<file path="config.mk">
export PLATFORM = sky130hd
export DESIGN_NAME = pipe_stage_reg
export DESIGN_NICKNAME = d
export VERILOG_FILES = /design/src/rtl/pipe_pkg.sv /design/src/rtl/pipe_stage_ctrl.sv /design/src/rtl/pipe_stage_reg.sv
export SDC_FILE = /design/constraint.sdc
export NUM_CORES = 1
export LEC_CHECK = 0
export ABC_AREA = 1
export CORE_ASPECT_RATIO = 0.7
export CORE_UTILIZATION = 45
export CTS_CLUSTER_DIAMETER = 60
export DETAILED_ROUTE_END_ITERATION = 8
export GPL_ROUTABILITY_DRIVEN = 1
export GPL_TIMING_DRIVEN = 0
export PLACE_DENSITY = 0.73
export SLEW_MARGIN = 20
export SYNTH_ARGS = -nofsm -noshare
export SYNTH_HDL_FRONTEND = slang
export SYNTH_SLANG_ARGS = --single-unit
</file>
<file path="constraint.sdc">
create_clock -name clk_i -period 1.6 [get_ports clk_i]
set_input_delay 0.32 -clock clk_i [delete_from_list [all_inputs] [get_ports clk_i]]
set_output_delay 0.32 -clock clk_i [all_outputs]
set_load 0.03 [all_outputs]
</file>
<file path="src/rtl/pipe_pkg.sv">
// Shared pipeline-stage types: handshake FSM states, occupancy width, per-stage payload layouts.
// Stages pack these structs into a PAYLOAD_W vector and cast back on the far side.
package pipe_pkg;

  localparam int OCC_W = 2;

  typedef enum logic [1:0] {
    EMPTY = 2'd0,
    BUSY  = 2'd1,
    FULL  = 2'd2
  } stage_state_t;

  typedef struct packed {
    logic [31:0] pc;
    logic [31:0] instr;
  } if_id_payload_t;

  typedef struct packed {
    logic [31:0] pc;
    logic [31:0] rs1_val;
    logic [31:0] rs2_val;
    logic [31:0] imm;
    logic [4:0]  rd;
    logic [3:0]  alu_op;
    logic        mem_rd;
    logic        mem_wr;
    logic        reg_wr;
  } id_ex_payload_t;

  typedef struct packed {
    logic [31:0] alu_res;
    logic [31:0] store_val;
    logic [4:0]  rd;
    logic        mem_rd;
    logic        mem_wr;
    logic        reg_wr;
  } ex_mem_payload_t;

  typedef struct packed {
    logic [31:0] wb_val;
    logic [4:0]  rd;
    logic        reg_wr;
  } mem_wb_payload_t;

  // The encoding of stage_state_t is chosen so the state is the entry count.
  function automatic logic [OCC_W-1:0] occ_of(stage_state_t s);
    return OCC_W'(s);
  endfunction

endpackage

</file>
<file path="src/rtl/pipe_stage_ctrl.sv">
// Handshake FSM for one pipeline stage: ready, valid, occupancy and main/skid load enables.
// Valid is registered (1-cycle latency); with SKID_EN ready is registered and a 2nd entry absorbs stalls.
import pipe_pkg::*;

module pipe_stage_ctrl #(
  parameter bit SKID_EN = 1'b1
) (
  input  logic             clk_i,
  input  logic             rst_i,
  input  logic             flush_i,
  input  logic             in_valid_i,
  input  logic             out_ready_i,
  output logic             in_ready_o,
  output logic             out_valid_o,
  output logic [OCC_W-1:0] occupancy_o,
  output logic             main_ld_o,
  output logic             main_from_skid_o,
  output logic             skid_ld_o
);

  stage_state_t state_q, state_d;
  logic         in_ready_q, in_ready_d;
  logic         in_ready, out_valid, in_xfer, out_xfer;

  assign out_valid = (state_q != EMPTY);
  assign in_ready  = SKID_EN ? in_ready_q : (~out_valid | out_ready_i);
  assign in_xfer   = in_valid_i & in_ready;
  assign out_xfer  = out_valid & out_ready_i;

  always_comb begin
    state_d          = state_q;
    main_ld_o        = 1'b0;
    main_from_skid_o = 1'b0;
    skid_ld_o        = 1'b0;
    if (rst_i || flush_i) begin
      state_d = EMPTY;
    end else begin
      case (state_q)
        EMPTY: begin
          if (in_xfer) begin
            state_d   = BUSY;
            main_ld_o = 1'b1;
          end
        end
        BUSY: begin
          if (in_xfer && out_xfer) begin
            main_ld_o = 1'b1;
          end else if (in_xfer && SKID_EN) begin
            state_d   = FULL;
            skid_ld_o = 1'b1;
          end else if (out_xfer) begin
            state_d = EMPTY;
          end
        end
        FULL: begin
          if (out_xfer) begin
            state_d          = BUSY;
            main_ld_o        = 1'b1;
            main_from_skid_o = 1'b1;
          end
        end
        default: state_d = EMPTY;
      endcase
    end
    in_ready_d = (state_d != FULL);
  end

  always_ff @(posedge clk_i) begin
    if (rst_i) begin
      state_q    <= EMPTY;
      in_ready_q <= 1'b1;
    end else begin
      state_q    <= state_d;
      in_ready_q <= in_ready_d;
    end
  end

  assign in_ready_o  = in_ready;
  assign out_valid_o = out_valid;
  assign occupancy_o = occ_of(state_q);

endmodule

</file>
<file path="src/rtl/pipe_stage_reg.sv">
// Pipeline stage register with valid/ready, optional skid entry and synchronous flush.
// 1-cycle latency, full throughput; output payload frozen while stalled, ready drops only when both entries held.
import pipe_pkg::*;

module pipe_stage_reg #(
  parameter int PAYLOAD_W      = 32,
  parameter bit SKID_EN        = 1'b1,
  parameter bit CLEAR_ON_FLUSH = 1'b0
) (
  input  logic                 clk_i,
  input  logic                 rst_i,
  input  logic                 flush_i,
  input  logic                 in_valid_i,
  output logic                 in_ready_o,
  input  logic [PAYLOAD_W-1:0] in_data_i,
  output logic                 out_valid_o,
  input  logic                 out_ready_i,
  output logic [PAYLOAD_W-1:0] out_data_o,
  output logic [OCC_W-1:0]     occupancy_o
);

  logic [PAYLOAD_W-1:0] main_q, main_d;
  logic [PAYLOAD_W-1:0] skid_q, skid_d;
  logic                 main_ld, main_from_skid, skid_ld;

  pipe_stage_ctrl #(
    .SKID_EN(SKID_EN)
  ) u_ctrl (
    .clk_i           (clk_i),
    .rst_i           (rst_i),
    .flush_i         (flush_i),
    .in_valid_i      (in_valid_i),
    .out_ready_i     (out_ready_i),
    .in_ready_o      (in_ready_o),
    .out_valid_o     (out_valid_o),
    .occupancy_o     (occupancy_o),
    .main_ld_o       (main_ld),
    .main_from_skid_o(main_from_skid),
    .skid_ld_o       (skid_ld)
  );

  always_comb begin
    main_d = main_q;
    skid_d = skid_q;
    if (rst_i) begin
      main_d = '0;
      skid_d = '0;
    end else if (flush_i) begin
      // Holding stale payload on flush saves mux toggles; clearing aids debug visibility.
      if (CLEAR_ON_FLUSH) begin
        main_d = '0;
        skid_d = '0;
      end
    end else begin
      if (main_ld) main_d = main_from_skid ? skid_q : in_data_i;
      if (skid_ld) skid_d = in_data_i;
    end
  end

  always_ff @(posedge clk_i) begin
    if (rst_i) begin
      main_q <= '0;
      skid_q <= '0;
    end else begin
      main_q <= main_d;
      skid_q <= skid_d;
    end
  end

  assign out_data_o = main_q;

endmodule
</file>
Word level (Yosys, flattened, before mapping)
Index checks and enable logic that the tools add are counted.
Widths: inputs -> output; s select.
{ "totals": {"latchBits": 0, "output_inout_bits": 36, "elab_cells": 34, "regBits": 67, "memories": 0, "romBits": 0, "mem_bits_rw": 0} }
{ "op_classes": {"div": 0, "n_shift": 0, "n_mux": 18, "n_eq_ne": 3, "n_reduce_logical": 6, "n_addsub": 0, "mul": 0, "order_cmp": 0, "n_bitwise": 3} }
{ "op_table": {"columns": ["op", "count"], "rows": [
  ["$mux 32", 1],
  ["$mux 2", 6],
  ["$mux 1", 9],
  ["$pmux 2 s3", 1],
  ["$reduce_and 2->1", 2],
  ["$pmux 1 s3", 1],
  ["$and 1x1->1", 2],
  ["$eq 2x1->1 const B", 1],
  ["$eq 2x2->1 const B", 1],
  ["$logic_not 2->1", 1],
  ["$ne 2x2->1 const B", 1],
  ["$reduce_bool 2->1", 1],
  ["$logic_and 1x1->1", 1],
  ["$logic_or 1x1->1", 1],
  ["$not 1->1", 1]
]} }

Logic depth before layout (Yosys ltp)
Gate-level depths: netlist of run 1.
{ "logic_depth": {"ltp_word": 8, "mapped_depth": 8, "mapped_depth_nobuf": 7} }

Cells and area by module
From an unflattened synthesis of run 1, not the netlist that was laid out.
{ "hier_totals": {"cells_unflattened": 512, "area_unflattened_um2": 3126.7} }
{ "modules_own_cells": {"columns": ["mod", "seq_area_each_um2", "n_inst", "cells_each", "area_per_inst_um2"], "rows": [
  ["pipe_stage_reg", 1281.2, 1, 481, 2942.8],
  ["pipe_stage_ctrl", 60.1, 1, 31, 183.9]
]} }

Worst setup path before layout of run 1
OpenSTA, ideal clock, no wires.
{ "synth_timing": {"path_kind": "reg-to-reg", "from": "reg u_ctrl.state_q[0] (netlist: u_ctrl.occupancy_o[0])", "to": "reg skid_q[10]", "setup_slack_ps": -63, "synth_period_minus_slack_ps": 1663, "stages_incl_launch_ff": 9, "t_arrival_ps": 1547, "cell_sequence": "dfxtp_1 -> inv_1 -> nand2_1 -> a21oi_1 -> nand2_2 -> inv_2 -> buf_6 -> nor2_1 -> nor2_1"} }
{ "synth_between": {"elab_chain_len": 7} }
{ "synth_rtl": {"columns": ["item", "line", "source"], "rows": [
  ["start: declaration", "pipe_stage_ctrl.sv:21", "stage_state_t state_q, state_d;"],
  ["start signal: assignment", "pipe_stage_ctrl.sv:73", "state_q <= state_d;"],
  ["$reduce_bool 2->1", "pipe_stage_ctrl.sv:25", "assign out_valid = (state_q != EMPTY);"],
  ["net out_valid_o", "pipe_stage_reg.sv:16", "output logic out_valid_o,"],
  ["$and 1x1->1", "pipe_stage_ctrl.sv:28", "assign out_xfer = out_valid & out_ready_i;"],
  ["$logic_and 1x1->1", "pipe_stage_ctrl.sv:46", "if (in_xfer && out_xfer) begin"],
  ["$mux 1", "pipe_stage_ctrl.sv:46", null],
  ["$mux 1", "pipe_stage_ctrl.sv:38", "case (state_q)"],
  ["$mux 1", "pipe_stage_ctrl.sv:35", "if (rst_i || flush_i) begin"],
  ["$reduce_and 2->1 (no line)", null, null],
  ["end signal: assignment", "pipe_stage_reg.sv:66", "skid_q <= skid_d;"],
  ["end: declaration", "pipe_stage_reg.sv:23", "logic [PAYLOAD_W-1:0] skid_q, skid_d;"]
]} }
The timed path passes the listed nets, and every way through them passes these cells.
A chain may end at the register's enable or synchronous reset.

Worst setup path in the final report of run 1
{ "layout_timing": {"from": "reg u_ctrl.state_q[0] (netlist: u_ctrl.occupancy_o[0])", "to": "reg skid_q[1]"} }
{ "layout_between": {"elab_chain_len": 7} }
{ "layout_rtl": {"columns": ["item", "line"], "rows": [
  ["$reduce_bool 2->1", "pipe_stage_ctrl.sv:25"],
  ["$and 1x1->1", "pipe_stage_ctrl.sv:28"],
  ["$logic_and 1x1->1", "pipe_stage_ctrl.sv:46"],
  ["$mux 1", "pipe_stage_ctrl.sv:46"],
  ["$mux 1 (*)", "pipe_stage_ctrl.sv:38"],
  ["$mux 1 (*)", "pipe_stage_ctrl.sv:35"],
  ["$reduce_and 2->1 (no line) (*)", null]
]} }
Mark *: on every way between the ends. The rest lies on a longest branch, timed or not.

==> results of run 1 <==
-- through the flow --
| stage | setup slack, ns | power (uW) |
|---|---|---|
| after floorplan | 0.0278 | 2100 |
| after global placement | -0.517 | 2340 |
| after detailed placement | -0.520 | 2350 |
| after CTS | 0.000849 | 3650 |
| after global routing | -0.125 | 3840 |
| final | -0.0414 | 3710 |
-- flip-flops by register name (all words and copies together) (netlist names) --
signal and flops:
out_data_o 32, skid_q 32, u_ctrl.in_ready_o 1, u_ctrl.occupancy_o 2
-- timing repair --
item                                    in CTS  in global routing
gates resized for setup                     44                 92
buffers inserted                             2                  8
hold buffers                                 0                  0
cloned                                       0                  8
endpoints found under the hold margin        0                  0
endpoints found under the setup margin      96                 62
pin swaps                                    1                 11
-- worst reg2reg max path, cell delays in order (launching register included) --
cell and delay [ns]:
sky130_fd_sc_hd__dfxtp_2 0.36, sky130_fd_sc_hd__inv_1 0.11, sky130_fd_sc_hd__nand2_1 0.08, sky130_fd_sc_hd__a21oi_1 0.36
sky130_fd_sc_hd__nand2_8 0.16, sky130_fd_sc_hd__buf_6 0.18, sky130_fd_sc_hd__o21ai_0 0.20, sky130_fd_sc_hd__nor2_1 0.07
-- worst min path at each step --
stage                                  startpoint                      endpoint  slack [ns]  cells after the start
after floorplan           skid_q[10]$_SDFFE_PP0P_       skid_q[10]$_SDFFE_PP0P_        0.45                      2
after global placement    skid_q[18]$_SDFFE_PP0P_       skid_q[18]$_SDFFE_PP0P_        0.46                      2
after detailed placement   skid_q[3]$_SDFFE_PP0P_        skid_q[3]$_SDFFE_PP0P_        0.47                      2
after CTS                             out_ready_i  u_ctrl.in_ready_o$_SDFF_PP1_        0.38                      3
after global routing                  out_ready_i  u_ctrl.in_ready_o$_SDFF_PP1_        0.49                      3
final                                 out_ready_i  u_ctrl.in_ready_o$_SDFF_PP1_        0.42                      3
-- cells by family after synthesis --
logic type	count (synthesis)
simple gates	270
flops	67
buf+inv	76
compound gates	69
-- layout make-up --
type | instances | area [um^2]
Fill cell | 608 | 2190
Multi-Input combinational cell | 341 | 1620
Sequential cell | 67 | 1340
Timing Repair Buffer | 87 | 911
Buffer | 37 | 287
Inverter | 38 | 148
Clock buffer | 12 | 135
Tap cell | 94 | 118
Clock inverter | 3 | 40.0
-- placed cells by master, fill, tap and decap left out, types with 2 or more instances in the layout --
master / count
sky130_fd_sc_hd__clkbuf_8: 9
sky130_fd_sc_hd__a21oi_2: 7
sky130_fd_sc_hd__nand2_1: 101
sky130_fd_sc_hd__nand2_8: 3
sky130_fd_sc_hd__buf_8: 10
sky130_fd_sc_hd__dfxtp_2: 2
sky130_fd_sc_hd__dlygate4sd2_1: 35
sky130_fd_sc_hd__clkdlybuf4s50_1: 33
sky130_fd_sc_hd__nor2_4: 3
sky130_fd_sc_hd__o21ai_1: 17
sky130_fd_sc_hd__dlymetal6s2s_1: 2
sky130_fd_sc_hd__nand3_1: 32
sky130_fd_sc_hd__clkbuf_2: 8
sky130_fd_sc_hd__a21oi_1: 27
sky130_fd_sc_hd__clkbuf_1: 14
sky130_fd_sc_hd__o21ai_0: 16
sky130_fd_sc_hd__buf_4: 10
sky130_fd_sc_hd__clkinv_2: 2
sky130_fd_sc_hd__dfxtp_1: 65
sky130_fd_sc_hd__buf_2: 5
sky130_fd_sc_hd__nand4_1: 33
sky130_fd_sc_hd__buf_6: 2
sky130_fd_sc_hd__clkbuf_16: 6
sky130_fd_sc_hd__nor2_1: 96
sky130_fd_sc_hd__inv_1: 35
-- where the power goes --
part,total (uW),internal (uW),switching (uW)
clock,1340,709,634
sequential,1750,1720,26.6
combinational,622,267,355
-- metal layers --
layer	track usage, %	vias up	share of wire [%]
li1	-	1759	-
met1	34.1	1627	45
met2	37.7	174	45
met3	5.78	23	8.4
met4	10.5	0	1.9
met5	0	-	0
==> results by stage, run 1 <==
Yosys:
- Summing the areas of all compound-gate instances in the mapped netlist gives 10.9% of the synthesized area.
- Sequential elements use around 42% of the synthesized area.
- The number of nets handed over by synthesis was 519.
- By area the synthesized netlist is led by sky130_fd_sc_hd__dfxtp_1 42%, sky130_fd_sc_hd__nand2_1 12%, sky130_fd_sc_hd__nor2_1 11%.
- The main combinational cell family by area after synthesis is simple AND/OR/NAND/NOR gates.
- Among all flip-flop cells after synthesis, the most frequent one is sky130_fd_sc_hd__dfxtp_1.
- By count the netlist is led by 102 x sky130_fd_sc_hd__nand2_1, 96 x sky130_fd_sc_hd__nor2_1, 67 x sky130_fd_sc_hd__dfxtp_1, 35 x sky130_fd_sc_hd__inv_1.
- The leading cell type by number of instances after synthesis is sky130_fd_sc_hd__nand2_1.
- After synthesis, the netlist uses 22 different library cells.
- The synthesized netlist occupies a cell area of 3190 um^2.
- During synthesis, Yosys emitted a total of 0 warnings.
- The post-synthesis area per instance is 6.62 um^2.
- The synthesized design devotes to its leading area cell type 42.0% of total area.
- sky130_fd_sc_hd__dfxtp_1 takes more of the synthesized area than any other cell.
- The number of enable-type register cells in the synthesized netlist is 0.
- The post-synthesis share of cell area spent on xor and xnor gates is 0%.
- The multiplexer share of the synthesized area is 0%.
- The synthesized instance count is 482.
- The flop and latch count out of synthesis is 67.
- After Yosys synthesis, and, or, nand and nor cells account for approximately 37% of the synthesized area.
- After synthesis, the share of flip-flops with an asynchronous set or reset is 0%.
- The synthesized netlist devotes 0% of its cell area to adder and majority cells.

Routing:
- In this run, the number of DRC markers left after iteration 0 of detailed routing was 243.
- The number of optimization iterations in the first detailed-route pass is 5.
- The average routed wire per standard cell is 14.1 um.
- After detailed routing, the total wire length is 9590 um.
- The routed layout has between 3,000 and 4,000 vias.
- The number of remaining DRC errors is 0.
- The final antenna-violating net count is 0.
- In the routed layout, each cell is associated on average with a via count of 5.28.

Timing:
- The smallest hold slack is 0.421 ns.
- At the pin with the least slew margin, the transition time is 0.513 ns.
- The max-slew violation count came to 0.
- The achievable frequency is ~0.6 GHz.
- The total setup violations reported at the end of the flow is 1.
- The worst path setup slack after routing is -0.0414 ns.
- The total negative setup slack is -0.0414 ns.
- Headroom to the max-slew limit came out at between 60% and 70%.
- The time the final worst path needs with I/O delays and setup is about 1.6 ns.
- In the finished design, the share of the clock period the worst path needs comes to 103%.
- On the final layout, the worst clock skew is approximately 0.0064 ns.
- The final number of hold-violating endpoints was 0.
- Setup repair after global routing could not meet its margin everywhere.

CTS:
- The sink count of the clock tree is 67.
- Clock-pin slew was measured on the worst setup and hold paths at 0.07 ns.
- In this run the deepest clock path goes through 2 buffers.
- In this run the clock root is driven by a sky130_fd_sc_hd__clkbuf_8.
- The number of buffers created by CTS is 9.
- In this run the number of H-tree levels came out at 3.
- The latest clock arrival within the worst-skew pair is 0.34 ns.
- The clock tree from TritonCTS is yes.

Die:
- The die is 72.5 um tall.
- The effective utilization at floorplan is a little under half.
- The placeable core region is 6790 um^2.
- The I/O pin count is 73.
- The width of the die is 103 um.
- The number of standard-cell rows in the floorplan is 25.
- The die covers 7440 um^2.

Flow run:
- Across the run, the number of max-cap violations was 0.

Finish:
- The area overhead of the layout relative to synthesis is 44.2%.
- The number of antenna diodes in the final layout is 0.
- The number of nets in the layout is just over 600.
- The final instance count without filler cells is 679.
- The share of post-route cells with drive strength above 1 is 13.0%.
- For this run, the share of the core covered by cells in the final layout is 67.8%.
- The total non-filler cell area in the finished layout is between 4000 and 5000 um^2.

Critical path:
- For the worst setup path, the data required time is roughly 1.8 ns.
- In this run the number of cells on the critical path is 7.
- The number of cells on the worst reg-to-reg path is 7.
- On the critical path the largest part of the delay comes from compound AO/OA/AOI/OAI gates.
- For flop-to-flop paths, the worst setup slack is -0.04 ns.
- The startpoint kind of the worst setup timing path is a flop.
- The critical setup path kind is flop to flop.
- The largest single stage delay on the critical path is 0.36 ns.
- STA classifies the critical path endpoint as a flop.
- The cell with the largest stage delay on the worst path is sky130_fd_sc_hd__dfxtp_2.
- The termination of the worst setup path is skid_q[1]$_SDFFE_PP0P_.
- The worst register-to-register path ends at skid_q[1]$_SDFFE_PP0P_.
- Along the worst path, the maximum fanout reaches 10.
- The signal on the critical path passes through inv_1 -> nand2_1 -> a21oi_1 -> nand2_8 -> buf_6 -> o21ai_0 -> nor2_1.
- The worst endpoint data arrival time is 1.86 ns.
- The beginning of the worst register-to-register path is u_ctrl.occupancy_o[0]$_SDFF_PP0_.
- The most critical setup path has its startpoint at u_ctrl.occupancy_o[0]$_SDFF_PP0_.
- The buffers plus inverters on the worst setup path is 2.

GRT:
- In the global route stage, overall resource usage came out at 24.9%.
- The number of global-route vias before repair is approximately 3,100.
- The total overflow reported by the global router is 0.
- Entering global routing, the biggest net connects 14 pins.
- The first global-routing pass estimated about 14,000 um of wire.
- The initial antenna violation count is 0.

Power:
- The leakage power is 0.00218 uW.
- The total power density per cell area is 807 nW/um^2.
- The worst-case IR drop observed on VDD is 0.587 mV.

Status:
- The final reports fail on negative setup slack.
- The flow ran to the end, but the final reports show violations.

Placed design:
- The final HPWL from detailed placement is around 6100 um.
- Buffers placed on the I/O ports in this run total 71.
- The weighted congestion at the end of routability-driven global placement is 0.778.
- Once placement completed, the tool counted placed cells totaling between 600 and 700.
- The cell area reported after detailed placement is 4020 um^2.

Hold path:
- The path category of the worst min-delay check is input pin to flop.
(Power assumes the default switching activity.)
==> run 2: changes to the inputs <==
--- a/config.mk
+++ b/config.mk
@@ -16,4 +16,5 @@
 export SLEW_MARGIN = 20
 export SYNTH_ARGS = -nofsm -noshare
 export SYNTH_HDL_FRONTEND = slang
+export SYNTH_HIERARCHICAL = 1
 export SYNTH_SLANG_ARGS = --single-unit
==> results by stage, run 2 <==
Timing:
- The final number of hold-violating endpoints came to 0.
- Derived from the worst setup path, the maximum achievable clock frequency is between 0.6 and 0.7 GHz.
- At the pin with the least slew margin, the transition time is roughly 0.44 ns.
- Headroom to the max-slew limit came out at between 70% and 80%.
- The final critical path takes up a little over nine tenths of the cycle.
- The smallest clock period supported by the final layout is computed as 1.54 ns.
- The max-slew violation count is 0.
- The total setup violations reported at the end of the flow is 0.
- The largest clock skew in the final design is 0.00883 ns.

Yosys:
- The Yosys step of the flow raised 6 warnings.
- The compound-gate portion of the synthesized area is under 10%.
- Of the post-synthesis cell area, the part taken by muxes is 0%.
- After synthesis, the largest family of logic cells by area is simple AND/OR/NAND/NOR gates.
- For this run, the leading register cell type out of synthesis is sky130_fd_sc_hd__dfxtp_1.
- The share of flip-flops with an asynchronous set or reset after synthesis is 0%.
- Averaged over all synthesized cells, the footprint is 6.11 um^2.
- The share of synthesized area occupied by flip-flops and latches is around 43%.
- By count the netlist is led by 170 x sky130_fd_sc_hd__nand2_1, 133 x sky130_fd_sc_hd__nor2_1, 67 x sky130_fd_sc_hd__dfxtp_1, 67 x sky130_fd_sc_hd__inv_1, 28 x sky130_fd_sc_hd__o21ai_0.
- After synthesis, the cell types taking the most area are sky130_fd_sc_hd__dfxtp_1 43%, sky130_fd_sc_hd__nand2_1 20%, sky130_fd_sc_hd__nor2_1 16%.
- The netlist uses 20 different library cells.
- After synthesis, the largest area contributor takes up ~43% of total cell area.
- The flop and latch count out of synthesis is 67.
- Synthesis produced a netlist whose cell count is 512.
- The total standard cell area after synthesis is 3130 um^2.
- The arithmetic-cell share of the synthesized area counting full adders, half adders and majority gates is 0%.
- When the netlist entered floorplanning its net count stood at between 500 and 600.
- The post-synthesis share of cell area spent on xor and xnor gates is 0%.
- The share of synthesized cell area in and, or, nand and nor gates is 38.0%.
- The library cell with the largest summed area after synthesis is sky130_fd_sc_hd__dfxtp_1.
- In the post-synthesis netlist, the cell with the most instances is sky130_fd_sc_hd__nand2_1.
- The number of enable-type register cells in the synthesized netlist is 0.

Routing:
- The detailed router finished its first iteration with 134 violations.
- Wires add up to 7660 um.
- The number of optimization iterations in the first detailed-route pass is 5.
- The routed via count divided by cell count is 4.53.
- The number of remaining DRC errors is 0.
- After detailed routing, the average wire length per cell comes to between 10 and 15 um.
- For this block, the via count after detailed routing is approximately 3,200.
- The final antenna-violating net count is 0.

Finish:
- With fillers left out, the area of the finished cells amounts to 4270 um^2.
- In the layout the commonest cells are 166 x sky130_fd_sc_hd__nand2_1, 125 x sky130_fd_sc_hd__nor2_1, 65 x sky130_fd_sc_hd__inv_1, 64 x sky130_fd_sc_hd__dfxtp_1, 38 x sky130_fd_sc_hd__dlygate4sd2_1.
- At the end of the flow, the number of nets in the layout was 640.
- The area overhead of the layout relative to synthesis is 36.7%.
- After the flow finishes, the layout carries non-filler instances totaling 701.
- The final antenna diode count is 0.
- The most frequent standard cell in the layout excluding fill and tap cells is sky130_fd_sc_hd__nand2_1.
- The share of post-route cells with drive strength above 1 is 11.9%.

Placed design:
- After detailed placement, the total cell area comes to 3970 um^2.
- The port buffer count is 72.
- The wire-length estimate of the detail-placed layout is 5160 um.
- The placed cell count is 678.
- The weighted congestion at the end of routability-driven global placement is 0.799.

Critical path:
- Counting cells, the worst reg-to-reg path comes to 11.
- The worst endpoint data arrival time is between 1.5 and 2 ns.
- STA classifies the critical path endpoint as a flop.
- The startpoint kind of the worst setup timing path is a flop.
- Along the worst path, the maximum fanout reaches 7.
- The required time of the worst setup path is 1.83 ns.
- The critical setup path kind is flop to flop.

CTS:
- After clock tree synthesis, the flow added hold-fix buffers numbering 0.
- At the later pin of the worst-skew pair, clock insertion delay measures 0.33 ns.
- The tree built by TritonCTS fans out to 67 sinks.
- Clock-pin slew was measured on the worst setup and hold paths at 0.07 ns.
- Counting along the longest clock path gives a buffer depth of 2.
- TritonCTS built the clock tree.
- The number of buffers created by CTS is 9.
- In this run the clock root is driven by a sky130_fd_sc_hd__clkbuf_8.
- The CTS H-tree depth is 3.

Die:
- The die is 102 um wide.
- The effective utilization at floorplan is 46.5%.
- The region available for standard cell placement spans 6730 um^2.
- In this run the count of I/O pins placed on the die edge is 73.
- From bottom edge to top edge, the die measures roughly 72 um.
- Row generation in the floorplan step produced 25 rows.
- The die covers 7290 um^2.

Hold path:
- The path category of the worst min-delay check is input pin to flop.
- The hold path depth is 3.

Power:
- For this design the static power due to leakage is 0.00238 uW.
- The total power density per cell area is just over 800 nW/um^2.
- The peak supply drop is 0.412 mV.
- The total chip power is 3500 uW.

GRT:
- The total overflow reported by the global router is 0.
- The first global-routing pass estimated 12,500 um of wire.
- The overall fraction of global-route tracks in use is 22.1%.
- Entering global routing, the biggest net connects 12 pins.
- The number of global-route vias before repair was 2,838.
- The initial antenna violation count is 0.

Status:
- The flow ran to the end, and the final reports show no timing, DRC or antenna violations.

Flow run:
- The count of max-cap constraint violations is 0.
run 2: cell types whose count changed after synthesis, sizes merged:
cell and change:
nand2 +68, nor2 +36, inv +35, a21oi -33
nand4 -33, nand3 -30, clkbuf -21, buf +8
nor3 +2, and3 -1, o211ai -1
run 2: layout make-up:
class | count | area [um^2]
clock inverters | 5 | 53.8
inverters | 73 | 277
repair buffers | 80 | 757
fillers | 657 | 2450
clock buffers | 10 | 138
flip-flops and latches | 67 | 1350
well taps | 94 | 118
multi-input cells | 347 | 1420
plain buffers | 25 | 166
run 2: logic make-up after synthesis:
| family | after synthesis |
|---|---|
| simple gates | 312 |
| buf+inv | 98 |
| flops | 67 |
| compound gates | 35 |
run 2: power breakdown:
part	leakage, uW	switching [uW]	internal (uW)
combinational	0.00173	228	182
sequential	0.000543	17.3	1700
clock	0.000102	630	748
run 2: worst paths after layout:
| check | from | endpoint | slack (ns) |
|---|---|---|---|
| max | u_ctrl/occupancy_o[1]$_SDFF_PP0_ | out_data_o[30]$_SDFFE_PP0P_ | 0.06 |
| min | rst_i | u_ctrl/in_ready_o$_SDFF_PP1_ | 0.29 |
| max reg2reg | u_ctrl/occupancy_o[1]$_SDFF_PP0_ | out_data_o[30]$_SDFFE_PP0P_ | 0.06 |
| min reg2reg | skid_q[21]$_SDFFE_PP0P_ | skid_q[21]$_SDFFE_PP0P_ | 0.49 |
run 2: critical path: stages, from the launching register on:
cell and delay, ns:
sky130_fd_sc_hd__dfxtp_4 0.38, sky130_fd_sc_hd__inv_4 0.05, sky130_fd_sc_hd__nor2_2 0.08, sky130_fd_sc_hd__nand2_2 0.08, sky130_fd_sc_hd__a21oi_4 0.18, sky130_fd_sc_hd__inv_2 0.06, sky130_fd_sc_hd__nor2_4 0.10, sky130_fd_sc_hd__buf_12 0.14
sky130_fd_sc_hd__buf_4 0.15, sky130_fd_sc_hd__nand2_1 0.06, sky130_fd_sc_hd__nor2_1 0.10, sky130_fd_sc_hd__nor2_1 0.05
run 2: timing repair:
action / CTS / global route
setup endpoints to repair: 97 / 63
cloned: 2 / 1
pin swaps: 5 / 4
resized for setup: 53 / 26
buffers inserted: 2 / 3
run 2: layer usage:
layer / global-route usage [%] / vias to the layer above / wire, um
met1: 29.1 / 1428 / 3880
li1: - / 1675 / -
met3: 7.02 / 0 / 386
met5: 0 / - / 0
met2: 35.7 / 73 / 3400
met4: 4.51 / 0 / 0
run 2: stage by stage:
stage	hold slack, ns	utilization (%)	setup slack [ns]	setup TNS (ns)
finish	0.287	63.6	0.0612	0
global route	0.295	63.6	-0.0349	-0.270
CTS	0.488	62.0	0.00242	0
detailed placement	0.472	59.0	-0.574	-28.78
global placement	0.462	59.0	-0.561	-27.23
floorplan	0.440	-	0.115	0
==> run 3: changes to the inputs <==
--- a/config.mk
+++ b/config.mk
@@ -5,16 +5,14 @@
 export SDC_FILE = /design/constraint.sdc
 export NUM_CORES = 1
 export LEC_CHECK = 0
-export ABC_AREA = 1
 export CORE_ASPECT_RATIO = 0.7
 export CORE_UTILIZATION = 45
 export CTS_CLUSTER_DIAMETER = 60
 export DETAILED_ROUTE_END_ITERATION = 8
 export GPL_ROUTABILITY_DRIVEN = 1
 export GPL_TIMING_DRIVEN = 0
-export PLACE_DENSITY = 0.73
+export PLACE_DENSITY = 0.74
 export SLEW_MARGIN = 20
 export SYNTH_ARGS = -nofsm -noshare
 export SYNTH_HDL_FRONTEND = slang
-export SYNTH_HIERARCHICAL = 1
 export SYNTH_SLANG_ARGS = --single-unit
==> results by stage, run 3 <==
Critical path:
- The worst setup path is launched from a flop.
- For the worst setup path, the data required time is approximately 1.3 ns.
- The worst flop-to-flop path endpoint is skid_q[1]$_SDFFE_PP0P_.
- Counting cells, the worst reg-to-reg path comes to 6.
- The cell with the largest stage delay on the worst path is sky130_fd_sc_hd__dlygate4sd2_1.
- The register-to-register setup slack is 0.12 ns.
- The stage delay of the slowest cell on the critical path is 0.43 ns.
- Tracing the worst setup path back leads to its startpoint at u_ctrl.in_ready_o$_SDFF_PP1_.
- In this run the critical register-to-register path is launched from u_ctrl.in_ready_o$_SDFF_PP1_.
- The maximum fanout along the worst path is 5.
- The number of buffers and inverters on the critical path is 1.
- Traced cell by cell, the critical path runs through dlygate4sd2_1.
- On the critical path the largest part of the delay comes from buffers and inverters.
- Data on the critical path arrives at its endpoint at 1.19 ns.
- STA classifies the critical path endpoint as an output pin.
- The critical path is of the flop to output pin type.

Power:
- The peak supply drop is ~0.77 mV.
- The analysis attributes to net switching a power of 1040 uW.
- The share of total power dissipated in sequential elements is 43.5%.
- The leakage power is 0.00157 uW.
- The combinational fraction of design power is 13.9%.
- The clock network fraction of total power is between 40% and 50%.
- The internal power is 3040 uW.
- The total power density per cell area is between 1000 and 1500 nW/um^2.
- The switching share of total power is about a quarter.

Routing:
- The routed via count divided by cell count is 5.34.
- The total wire length after detailed routing is 7670 um.
- The final antenna-violating net count is 0.
- In this run, the number of DRC markers left after iteration 0 of detailed routing was about 160.
- After detailed routing, the average wire length per cell comes to 14.3 um.
- The first detailed-routing pass took 4 iterations.
- The number of remaining DRC errors is 0.
- The total via count in the routed design is 2,858.

GRT:
- The initial antenna violation count was 0.
- The first global-routing pass estimated 12,500 um of wire.
- Entering global routing, the biggest net connects 13 pins.
- The overall fraction of global-route tracks in use is 24.1%.
- The number of global-route vias before repair is between 2,000 and 3,000.
- The total overflow reported by the global router is 0.

CTS:
- Buffers inserted during clock tree synthesis total 9.
- The cell sitting at the root of the clock tree is a sky130_fd_sc_hd__clkbuf_8.
- No sink is reached through more buffers than the 2 on the longest clock path.
- The clock net in this run drives a total of 67 sinks.
- After clock tree synthesis, the clock-pin slew on the worst setup and hold paths is 0.07 ns.
- The CTS H-tree depth is 3.
- TritonCTS built the clock tree.
- Clock latency on the worst-skew pair, taken at its later pin, is roughly 0.35 ns.
- Buffers inserted to repair hold after CTS numbered 0.
- Buffers added to address setup during post-CTS repair amount to 0.

Finish:
- The area taken by flip-flops and latches is 1340 um^2.
- Leaving out fill and tap cells, the most frequent cell in the layout is sky130_fd_sc_hd__nand2_1.
- The area overhead of the layout relative to synthesis is 36.0%.
- The top cell types in the final layout, fill and taps aside, are 67 x sky130_fd_sc_hd__nand2_1, 65 x sky130_fd_sc_hd__dfxtp_1, 64 x sky130_fd_sc_hd__nor2_1, 56 x sky130_fd_sc_hd__a21oi_1, 34 x sky130_fd_sc_hd__dlygate4sd2_1.
- The repair_antennas step left the layout with diodes totalling 0.
- The number of nets in the layout is 492.
- The layout has 533 filler cells.
- In the final layout, the share of cells above drive strength 1 is 12.4%.
- In the final layout, the multi-input gates occupy 1270 um^2.

Timing:
- The final period utilization is 94.4%.
- The achievable frequency is roughly 0.66 GHz.
- The time the final worst path needs with I/O delays and setup is 1.51 ns.
- In this run the tightest slew margin relative to its limit is 67.4%.
- Final hold analysis gives a worst-case slack of 0.302 ns.
- The pin slew with the least headroom to its limit is 0.488 ns.
- The total setup violations reported at the end of the flow is 0.
- The final number of hold-violating endpoints is 0.
- Setup repair after global routing left no endpoint under its margin.
- The max-slew violation count was 0.
- For the final routed database, the setup TNS stands at 0 ns.
- The largest clock skew in the final design is roughly 0.0096 ns.

Placed design:
- The final HPWL from detailed placement is 5290 um.
- The weighted congestion at the end of routability-driven global placement is 0.806.
- During placement, the flow inserted port buffers numbering 71.

Yosys:
- Synthesis instantiated 24 different standard cells from the library.
- By count the netlist is led by 67 x sky130_fd_sc_hd__dfxtp_1, 67 x sky130_fd_sc_hd__nand2_1, 64 x sky130_fd_sc_hd__nor2_1, 56 x sky130_fd_sc_hd__a21oi_1, 33 x sky130_fd_sc_hd__inv_1.
- In the synthesized netlist, the number of instances is 373.
- The library cell with the largest summed area after synthesis is sky130_fd_sc_hd__dfxtp_1.
- Sorting the synthesized cells by area gives the leading types as sky130_fd_sc_hd__dfxtp_1 47%, sky130_fd_sc_hd__a21oi_1 9.8%, sky130_fd_sc_hd__o221ai_1 9.5%.
- The share of flip-flops with an asynchronous set or reset after synthesis is 0%.
- Among all flip-flop cells after synthesis, the most frequent one is sky130_fd_sc_hd__dfxtp_1.
- The count of warnings emitted by yosys is 0.
- The share of synthesized area occupied by flip-flops and latches is 46.7%.
- Averaged over all synthesized cells, the footprint is 7.70 um^2.
- When the netlist entered floorplanning its net count stood at 410.
- The total standard cell area after synthesis is 2870 um^2.
- The number of enable-type register cells in the synthesized netlist is 0.
- After synthesis, the largest area contributor takes up 46.7% of total cell area.
- Synthesis inferred 67 register bits.

Status:
- The flow ran to the end, and the final reports show no timing, DRC or antenna violations.

Flow run:
- The tool flagged a number of max-cap violations equal to 0.

Die:
- For this configuration, the core starts out at a cell density of 48.5%.
- The die is 68.9 um tall.
- The floorplan step defined a die boundary enclosing roughly 6700 um^2.
- From left edge to right edge, the die measures 97.5 um.
- The I/O pin count is 73.
- In this run the core area contains 23 standard-cell rows.
- The placeable core region is 5930 um^2.

Hold path:
- The path category of the worst min-delay check is input pin to flop.
- The hold path depth is 2.
- The path with the worst hold slack has its endpoint at u_ctrl.occupancy_o[1]$_SDFF_PP0_.
- The worst hold path begins at flush_i.
## run 3: power by group through the flow
stage          clock, uW  sequential, uW  combinational, uW
6_report            1740            1770                566
3_3_place_gp           0            1810                588
2_1_floorplan          0            1910                220
5_1_grt             1840            1780                617
3_5_place_dp           0            1810                597
4_1_cts             1770            1770                566
## run 3: layout make-up
cell class	instances	area share (%)
tap	75	2.40
timing repair buffer	71	17.1
buffer	28	4.10
sequential	67	34.4
clock buffer	10	3.52
inverter	33	3.17
multi-input combinational	245	32.4
clock inverter	6	2.88
## run 3: cell families after synthesis
family | share of synthesized area [%]
AO/OA/AOI/OAI | 22.4
buffers and inverters | 9.41
flip-flops | 46.7
multiplexers | 0.348
AND/OR/NAND/NOR | 21.1
## run 3: worst max-delay path by stage
stage | cells after the start | slack, ns | endpoint
finish | 1 | 0.09 | in_ready_o
global route | 6 | 0.03 | skid_q[6]$_SDFFE_PP0P_
CTS | 2 | -0.04 | out_valid_o
detailed placement | 4 | -0.49 | skid_q[1]$_SDFFE_PP0P_
global placement | 4 | -0.47 | skid_q[8]$_SDFFE_PP0P_
floorplan | 6 | 0.09 | skid_q[10]$_SDFFE_PP0P_
## run 3: what timing repair did
action	4_1_cts	5_1_grt
setup endpoints to repair	53	62
pin swaps	0	1
gates resized for setup	44	14
## run 3: per-stage QoR
stage / worst slack (ns) / cell area [um^2] / total power [uW] / instances / util [%]
2_1_floorplan: 0.0920 / 2870 / 2130 / 373 / -
3_3_place_gp: -0.474 / 3680 / 2400 / 519 / 62.0
3_5_place_dp: -0.488 / 3680 / 2410 / 519 / 62.0
4_1_cts: -0.0417 / 3900 / 4100 / 535 / 65.7
5_1_grt: 0.0318 / 3910 / 4230 / 535 / 65.9
6_report: 0.0893 / 3910 / 4080 / 535 / 65.9
## run 3: routing by layer
| metal | part of all wire (%) | global-route usage [%] |
|---|---|---|
| met5 | 0 | 0 |
| met4 | 1.1 | 9.93 |
| met3 | 7.2 | 7.26 |
| met2 | 44 | 39.7 |
| met1 | 48 | 30.3 |
